[config.mk]
export PLATFORM = sky130hd
export DESIGN_NAME = shift_issue
export DESIGN_NICKNAME = d
export VERILOG_FILES = /design/src/rtl/shift_issue.sv
export SDC_FILE = /design/constraint.sdc
export NUM_CORES = 1
export LEC_CHECK = 0
export ABC_CLOCK_PERIOD_IN_PS = 1000
export CORE_MARGIN = 4
export CORE_UTILIZATION = 33
export CTS_CLUSTER_DIAMETER = 120
export DETAILED_ROUTE_END_ITERATION = 16
export PLACE_DENSITY = 0.76
export SLEW_MARGIN = 20
export SYNTH_ARGS = -nofsm -noshare
export SYNTH_HDL_FRONTEND = slang
export SYNTH_SLANG_ARGS = --single-unit
[constraint.sdc]
create_clock -name clk -period 1 [get_ports clk]
set_input_delay 0.2 -clock clk [delete_from_list [all_inputs] [get_ports clk]]
set_output_delay 0.2 -clock clk [all_outputs]
set_load 0.05 [all_outputs]
[src/rtl/shift_issue.sv]
// rtl/shift_issue.sv - MIPS shift-instruction issue stage: decodes, drives an external shifter, holds the result.
module shift_issue (
  input  logic        clk,
  input  logic        reset,
  input  logic        in_valid,
  output logic        in_ready,
  input  logic [5:0]  funct,
  input  logic        rot,
  input  logic [4:0]  shamt,
  input  logic [31:0] rs_data,
  input  logic [31:0] rt_data,
  output logic [31:0] sh_data,
  output logic [1:0]  sh_op,
  output logic [4:0]  sh_amount,
  input  logic [31:0] sh_result,
  output logic        out_valid,
  input  logic        out_ready,
  output logic [31:0] out_result,
  output logic        out_illegal
);

  typedef enum logic [1:0] {IDLE, SHIFT, DONE} state_t;

  localparam logic [1:0] OP_SLL = 2'b00;
  localparam logic [1:0] OP_SRL = 2'b01;
  localparam logic [1:0] OP_SRA = 2'b10;
  localparam logic [1:0] OP_ROR = 2'b11;

  state_t      state;
  state_t      state_next;
  logic        accept;
  logic        sh_illegal;
  logic [1:0]  dec_op;
  logic [4:0]  dec_amount;
  logic        dec_illegal;
  logic        unused_rs;

  assign unused_rs = ^rs_data[31:5];

  always_comb begin
    dec_op      = OP_SLL;
    dec_amount  = 5'd0;
    dec_illegal = 1'b1;
    case (funct)
      6'b000000: begin dec_op = OP_SLL;                dec_amount = shamt;        dec_illegal = 1'b0; end
      6'b000010: begin dec_op = rot ? OP_ROR : OP_SRL; dec_amount = shamt;        dec_illegal = 1'b0; end
      6'b000011: begin dec_op = OP_SRA;                dec_amount = shamt;        dec_illegal = 1'b0; end
      6'b000100: begin dec_op = OP_SLL;                dec_amount = rs_data[4:0]; dec_illegal = 1'b0; end
      6'b000110: begin dec_op = rot ? OP_ROR : OP_SRL; dec_amount = rs_data[4:0]; dec_illegal = 1'b0; end
      6'b000111: begin dec_op = OP_SRA;                dec_amount = rs_data[4:0]; dec_illegal = 1'b0; end
      default:   begin dec_op = OP_SLL;                dec_amount = 5'd0;         dec_illegal = 1'b1; end
    endcase
  end

  always_ff @(posedge clk) begin
    if (reset) state <= IDLE;
    else       state <= state_next;
  end

  always_comb begin
    state_next = state;
    case (state)
      IDLE:    if (in_valid) state_next = SHIFT;
      SHIFT:   state_next = DONE;
      DONE:    if (out_ready) state_next = in_valid ? SHIFT : IDLE;
      default: state_next = IDLE;
    endcase
  end

  always_comb begin
    in_ready  = (state == IDLE) || ((state == DONE) && out_ready);
    out_valid = (state == DONE);
  end

  assign accept = in_valid && in_ready;

  // sh_* come straight from registers, so handshake inputs never reach the shifter combinationally
  always_ff @(posedge clk) begin
    if (reset) begin
      sh_data     <= 32'd0;
      sh_op       <= OP_SLL;
      sh_amount   <= 5'd0;
      sh_illegal  <= 1'b0;
      out_result  <= 32'd0;
      out_illegal <= 1'b0;
    end else begin
      if (accept) begin
        sh_data    <= rt_data;
        sh_op      <= dec_op;
        sh_amount  <= dec_amount;
        sh_illegal <= dec_illegal;
      end
      if (state == SHIFT) begin
        out_result  <= sh_illegal ? 32'd0 : sh_result;
        out_illegal <= sh_illegal;
      end
    end
  end

endmodule

# After elaboration in Yosys (flattened, before gate mapping)
# Cells that the tools add are included.
# classes
n_eq_ne	9
muxes	9
n_reduce_logical	11
# ops
cell	n
$mux 32	1
$eq 6x3->1 const B	3
$eq 6x2->1 const B	2
$pmux 5 s2	1
$logic_not 6->1	1
$mux 2	3
$pmux 2 s3	1
$reduce_or 3->1	2
$reduce_or 6->1	1
$pmux 2 s2	1
$reduce_or 2->1	2
$eq 2x1->1 const B	1
$eq 2x2->1 const B	1
$logic_and 1x1->1	2
$logic_not 2->1	1
$mux 1	2
$ne 2x1->1 const B	1
$ne 2x2->1 const B	1
$reduce_and 2->1	1
$logic_or 1x1->1	1
# totals
register_bits	75
inputBits	112
output_inout_bits	74
word_cells	36

# Depth between registers and ports, before layout
# Gate-level depths: netlist (run 1).
# depth
ltp_word	4
ltp_mapped	5
ltp_nobuf	3

# Least setup slack after synthesis (run 1)
# OpenSTA, ideal clock, no wires.
# synth_timing
path_type	register -> output
from	register state[1]
to	output in_ready
arrival_ns	1.431
setup_slack_ns	-0.631
stages_incl_launch_ff	5
n_path_buf	2
path_cell_list	dfxtp_1 -> and2b_1 -> buf_4 -> buf_2 -> nor2_1
# synth_via
elab_chain_cells	3
# synth_rtl
item	line	text
start, declared	29	state_t state;
start signal, assigned	57	else state <= state_next;
$eq 2x2->1	71	in_ready = (state == IDLE) || ((state == DONE) && out_ready);
$logic_and 1x1->1	71	
$logic_or 1x1->1 (*)	71	
end, declared	6	output logic in_ready,
# Every way passes the cells marked *; elsewhere a longest branch is shown, timed or not.

# Worst setup path in the final report (run 1)
# layout_timing
from	register state[1]
to	output out_valid
# layout_via
elab_chain_cells	1
# layout_rtl
item	line	text
$eq 2x2->1	72	out_valid = (state == DONE);
end, declared	16	output logic out_valid,
# No other way between the ends.

==> results of run 1 <==
## metal layers
metal  track usage  wire, um  vias up
met5             0         0        -
met3        0.0609       905       46
li1              -         -     1681
met2         0.425      7430      167
met1         0.237      5060     1775
met4        0.0760       466        0
## synthesized netlist by cell type
cell type	count
buf_1	4
o21ai_1	34
nand4_1	1
nand2_1	34
or3b_1	1
buf_2	11
nor2_4	1
dfxtp_1	75
inv_1	6
buf_4	7
nand3b_1	32
or3_1	1
mux2i_1	1
mux2_2	4
o32ai_1	5
o221a_1	1
buf_6	3
nand4b_1	1
nor4b_1	1
nor2b_1	3
nand3_1	37
or2_2	1
and2b_1	1
nand2b_1	4
nor3_2	1
nor2b_2	1
clkbuf_1	10
a21oi_1	68
nor2_1	1
nor3_1	1
## final cells by class
type | count | area share
Clock buffer | 11 | 0.0214
Multi-Input combinational cell | 236 | 0.241
Sequential cell | 75 | 0.231
Clock inverter | 4 | 0.00708
Tap cell | 108 | 0.0191
Inverter | 6 | 0.00318
Timing Repair Buffer | 247 | 0.478
## final timing paths
| kind | startpoint | endpoint | depth (start not counted) |
|---|---|---|---|
| worst max-delay path | state[1] | out_valid | 4 |
| worst min-delay path | reset | sh_amount[3] | 3 |
| worst max register to register | state[1] | sh_data[15] | 6 |
| worst min register to register | out_result[1] | out_result[1] | 2 |
## power by group through the flow
stage | Sequential, uW | Combinational, uW | Clock (uW)
after detailed placement | 3360 | 2110 | 0
after floorplan | 3760 | 519 | 0
after global routing | 3330 | 2820 | 2540
after CTS | 3320 | 2470 | 2390
after global placement | 3350 | 2070 | 0
final | 3320 | 2720 | 2370
## cells by family after synthesis
logic type,Yosys count,share of synthesized area
AOI/OAI and AO/OA,108,0.187
muxes,5,0.0182
buffers and inverters,41,0.0715
and+or+nand+nor,122,0.227
DFF,75,0.496
## worst max-delay path, cell delays in order (launching register included)
cell	delay (ns)
dfxtp_2	0.34
buf_4	0.13
buf_6	0.11
nor2b_4	0.18
buf_12	0.15
## what timing repair did
| action | CTS | global route |
|---|---|---|
| resized for setup | 116 | 67 |
| pin swaps | 8 | 20 |
| gates cloned | 10 | 4 |
| setup buffers | 29 | 19 |
| endpoints found under the setup margin | 149 | 149 |
## flip-flops by register name, indices dropped and copies added, names as in the netlist
register	count
out_illegal	1
out_result	32
sh_illegal	1
sh_op	2
state	2
sh_amount	5
sh_data	32
## per-stage QoR
step	area (um2)	setup TNS, ns
final	7070	-27.21
after detailed placement	5620	-25.61
after global placement	5620	-22.61
after floorplan	3090	-2.62
after global routing	7070	-32.28
after CTS	6570	-22.87
## layout by cell type, fill, tap and decap left out, types with 7 or more instances in the layout
cell and count:
buf_4 60, buf_16 7, clkdlybuf4s50_1 82, buf_12 81, o21ai_2 18, clkbuf_8 11, dfxtp_2 59, dfxtp_4 15
nand2_1 29, nand3b_1 32, nand3_1 28, o21ai_1 12, a21oi_1 42, a21oi_2 26
==> results.toml, run 1 <==
[sta]
finalMaxSlewViolations = 0
setup_viol = 149
finClkSkew_ns = 0.00620
tightest_slew_ns = 0.558
rsz0062_at_grt = "yes"
clock.fmax_ghz = 0.685
min_period_ns = 1.46
worst_slack_ns = -0.460
holdWs_ns = 0.235
max_slew_margin = 0.628
finalCritPeriodShare = 1.46
hold_viol = 0

[placed_design]
placedCellCount = 612
place.port_buffers = 158
dp_hpwl_um = 7520
globalplace.congestion = 0.748
post-place-ws_ns = -0.601

[clock_tree]
cts_sinks = 75
clk_latency_ns = 0.34
clockRootBuffer = "clkbuf_8"
htreeDepth = 3
ctsHoldBuffers = 0
clk_pin_slew_ns = 0.08
cts_buffers = 9
cts_buffer_depth = 2
cts_tree = "done"

[finish]
n_antenna_cell = 0
fill_cells = 499
instances_no_fill = 687
synthToLayoutAreaGrowth_pct = 134
regArea_mm2 = 0.00163
nNetsFinal = 687
multiInputGateArea_mm2 = 0.00170
drive_above_1_share = 0.577
fin_util = 0.803

[logic_synthesis]
synth_seq_area_share = 0.496
yosys_register_bits = 75
synth_top_area_frac = 0.496
syn_inst = 351
yosysWarnings = 0
synth.distinct_cells = 30
synth_nets = 463
netlist_area_mm2 = 0.00303
syn_area_per_cell_um2 = 8.62
synth_area_leader_cell = "dfxtp_1"
ys_top_cells_by_area = "dfxtp_1 (50%), a21oi_1 (11%), nand3b_1 (7.9%)"

[outcome]
status = "finished, violations left"
violations = "negative setup slack"

[power_and_ir_drop]
power_uw = 8410
switching_power_uw = 2520
peakVddDrop_mv = 0.881
switching_share = 0.299
p_clk_frac = 0.282
seq_power_share = 0.394
powerDensity_mw_per_mm2 = 1190
leakagePower_uw = 0.00268
internal_power_uw = 5890
comb_power_share = 0.323

[detailed_routing]
wl_per_cell_um = 20.2
vias = 3669
wirelength_um = 13900
drt_first_pass_iters = 4
vias_per_cell = 5.34
dr.first_iter.drc_count = 111
drt_drc_violations_left = 0
ant_nets = 0

[worst_setup_path]
worstPathMaxFanout = 3
crit_arrival_ns = 1.26
crit_path_end_kind = "output pin"
path_class = "flop to output pin"
crit_required_ns = 0.80
r2r_setup_slack_ns = -0.46
start_kind = "flop"

[die]
ioPinCount = 186
die_y_um = 104
std_cell_rows = 34
die_w_um = 104
start_util = 0.344
core_mm2 = 0.00881
die_area_mm2 = 0.0108

[grt]
grt_max_degree = 42
grt_pass1_vias = 3804
grt_pass1_wl_um = 19500
grtUsageTotal = 0.224
overflow = 0
antenna_found_initial = 0

[hold_path]
hp-class = "input pin to flop"

[flow_run]
cap_violations = 0
(Power assumes the default switching activity.)
==> run 2, diff against run 1 <==
--- a/config.mk
+++ b/config.mk
@@ -11,7 +11,7 @@
 export CTS_CLUSTER_DIAMETER = 120
 export DETAILED_ROUTE_END_ITERATION = 16
 export PLACE_DENSITY = 0.76
-export SLEW_MARGIN = 20
+export SLEW_MARGIN = 5
 export SYNTH_ARGS = -nofsm -noshare
 export SYNTH_HDL_FRONTEND = slang
 export SYNTH_SLANG_ARGS = --single-unit
==> results of run 2 <==
Same layout as run 1: the final DEF is identical, and so are final timing and power.
==> run 3, diff against run 2 <==
--- a/config.mk
+++ b/config.mk
@@ -5,7 +5,6 @@
 export SDC_FILE = /design/constraint.sdc
 export NUM_CORES = 1
 export LEC_CHECK = 0
-export ABC_CLOCK_PERIOD_IN_PS = 1000
 export CORE_MARGIN = 4
 export CORE_UTILIZATION = 33
 export CTS_CLUSTER_DIAMETER = 120
==> constraint.sdc (replaced) <==
create_clock -name clk -period 1 [get_ports clk]
set_input_delay 0.15 -clock clk [delete_from_list [all_inputs] [get_ports clk]]
set_output_delay 0.15 -clock clk [all_outputs]
set_load 0.05 [all_outputs]
==> run 3 against run 2 <==
Effect of this change:
- the run still ends with negative setup slack left
- highest routed layer unchanged
- global-route usage fell by 1.5 points
- non-clock buffer count down 10
- register-to-register slack about the same
- clock-buffer cell count is 1 higher
- critical endpoint is now in_ready
- cell count fell by 1.3%
- via count down 2.1%
- setup slack better by 0.0036 ns
- sequential power is essentially flat
- combinational power shrank 4%
- cell area decreased by 2.5%
- clock power is 18% higher
- first-iteration DRC count increased by 19%
==> results.toml, run 3 (same netlist as run 1, synthesis figures left out) <==
[sta]
finalMaxSlewViolations = 0
worst_slack_ns = -0.456
clock.fmax_ghz = 0.687
fin_setup_tns_ns = -22.95
tightest_slew_ns = 0.534
min_period_ns = 1.46
rsz0062_at_grt = "yes"
finalCritPeriodShare = 1.46
hold_viol = 0
max_slew_margin = 0.644
setup_viol = 90
finClkSkew_ns = 0.0160

[placed_design]
globalplace.congestion = 0.742
place.port_buffers = 158
dp_hpwl_um = 7210
dpl-instance-area_mm2 = 0.00560

[power_and_ir_drop]
power_uw = 8710
peakVddDrop_mv = 0.797
leakagePower_uw = 0.00257
powerDensity_mw_per_mm2 = 1260

[grt]
grtUsageTotal = 0.209
grt_max_degree = 42
grt_pass1_wl_um = 18300
grt_pass1_vias = 3614
overflow = 0
antenna_found_initial = 0

[worst_setup_path]
r2r_setup_slack_ns = -0.46
worstPathMaxFanout = 2
crit_arrival_ns = 1.31
cp-startpoint = "state[1]"
crit_required_ns = 0.85
path_class = "flop to output pin"
rr_startpoint = "state[1]"
start_kind = "flop"
crit_path_end_kind = "output pin"

[clock_tree]
htreeDepth = 3
ctsHoldBuffers = 0
clockRootBuffer = "clkbuf_8"
cts_tree = "done"
clk_latency_ns = 0.34
clk_pin_slew_ns = 0.09
cts_buffers = 9
cts_sinks = 75
cts_buffer_depth = 2

[finish]
synthToLayoutAreaGrowth_pct = 128
fill_cells = 515
n_antenna_cell = 0
drive_above_1_share = 0.563
fin_area_mm2 = 0.00690
final_cell_mix = "clkdlybuf4s50_1 (82), buf_12 (82), dfxtp_2 (58), buf_4 (55), a21oi_1 (42)"
nNetsFinal = 677
largest_registers = "out_result: 32 flops, sh_data: 32 flops, sh_amount: 5 flops"

[flow_run]
cap_violations = 0

[detailed_routing]
wl_per_cell_um = 19.9
drt_first_pass_iters = 4
drt_drc_violations_left = 0
dr.first_iter.drc_count = 132
wirelength_um = 13500
vias = 3592
vias_per_cell = 5.30
ant_nets = 0

[die]
ioPinCount = 186
core_mm2 = 0.00881
die_w_um = 104
std_cell_rows = 34
start_util = 0.344
die_y_um = 104
die_area_mm2 = 0.0108

[outcome]
violations = "negative setup slack"
status = "finished, violations left"

[hold_path]
hp-class = "input pin to flop"
worstHoldStart = "reset"
## run 3: changes by cell type in the layout (fill, tap and decap cells not counted), sizes merged
| cell | previous run | this run |
|---|---|---|
| bufinv | 1 | 2 |
| clkinvlp | 2 | 0 |
| buf | 158 | 151 |
| clkinv | 1 | 2 |
| bufbuf | 2 | 0 |
## run 3: critical path, cell delays in order, from the launching register on
cell and delay [ns]:
dfxtp_2 0.34, and2b_2 0.22, buf_12 0.13, nor2_4 0.11, buf_8 0.16
## run 3: where the power goes
group          switching, uW  leakage (uW)  internal [uW]
clock                   1180      0.000121           1620
combinational           1220       0.00180           1390
sequential               170      0.000649           3140
## run 3: per-layer routing
metal / global-route usage / share of wire / vias up / routed length [um]
met5: 0 / 0 / - / 0
met4: 0.0655 / 0.018 / 0 / 238
met3: 0.0603 / 0.066 / 21 / 890
met2: 0.399 / 0.55 / 142 / 7470
met1: 0.220 / 0.36 / 1756 / 4930
li1: - / - / 1673 / -
## run 3: repair_timing
action	4_1_cts	5_1_grt
gates cloned	6	5
pin swaps	10	33
gates resized for setup	100	77
buffers inserted	20	24
setup endpoints to repair	146	144
## run 3: worst paths after layout
check                         to  depth (start not counted)
setup / recovery        in_ready                          4
hold / removal      sh_amount[3]                          3
setup reg to reg      sh_illegal                          6
hold reg to reg   out_result[17]                          2
## run 3: area by class of cell
type | instances | area, um2 | area share
clock buffer | 12 | 166 | 0.0241
clock inverter | 4 | 70.1 | 0.0102
inverter | 6 | 22.5 | 0.00327
multi-input combinational | 236 | 1670 | 0.241
sequential | 75 | 1630 | 0.237
tap | 108 | 135 | 0.0196
timing repair buffer | 237 | 3200 | 0.464
## run 3: per-stage QoR
| step | setup slack, ns | hold WS [ns] | cells | util |
|---|---|---|---|---|
| finish | -0.456 | 0.205 | 678 | 0.783 |
| global route | -0.502 | 0.211 | 678 | 0.783 |
| CTS | -0.409 | 0.155 | 651 | 0.723 |
| detailed placement | -0.489 | 0.485 | 609 | 0.636 |
| global placement | -0.465 | 0.476 | 609 | 0.636 |
| floorplan | -0.155 | 0.298 | 351 | - |
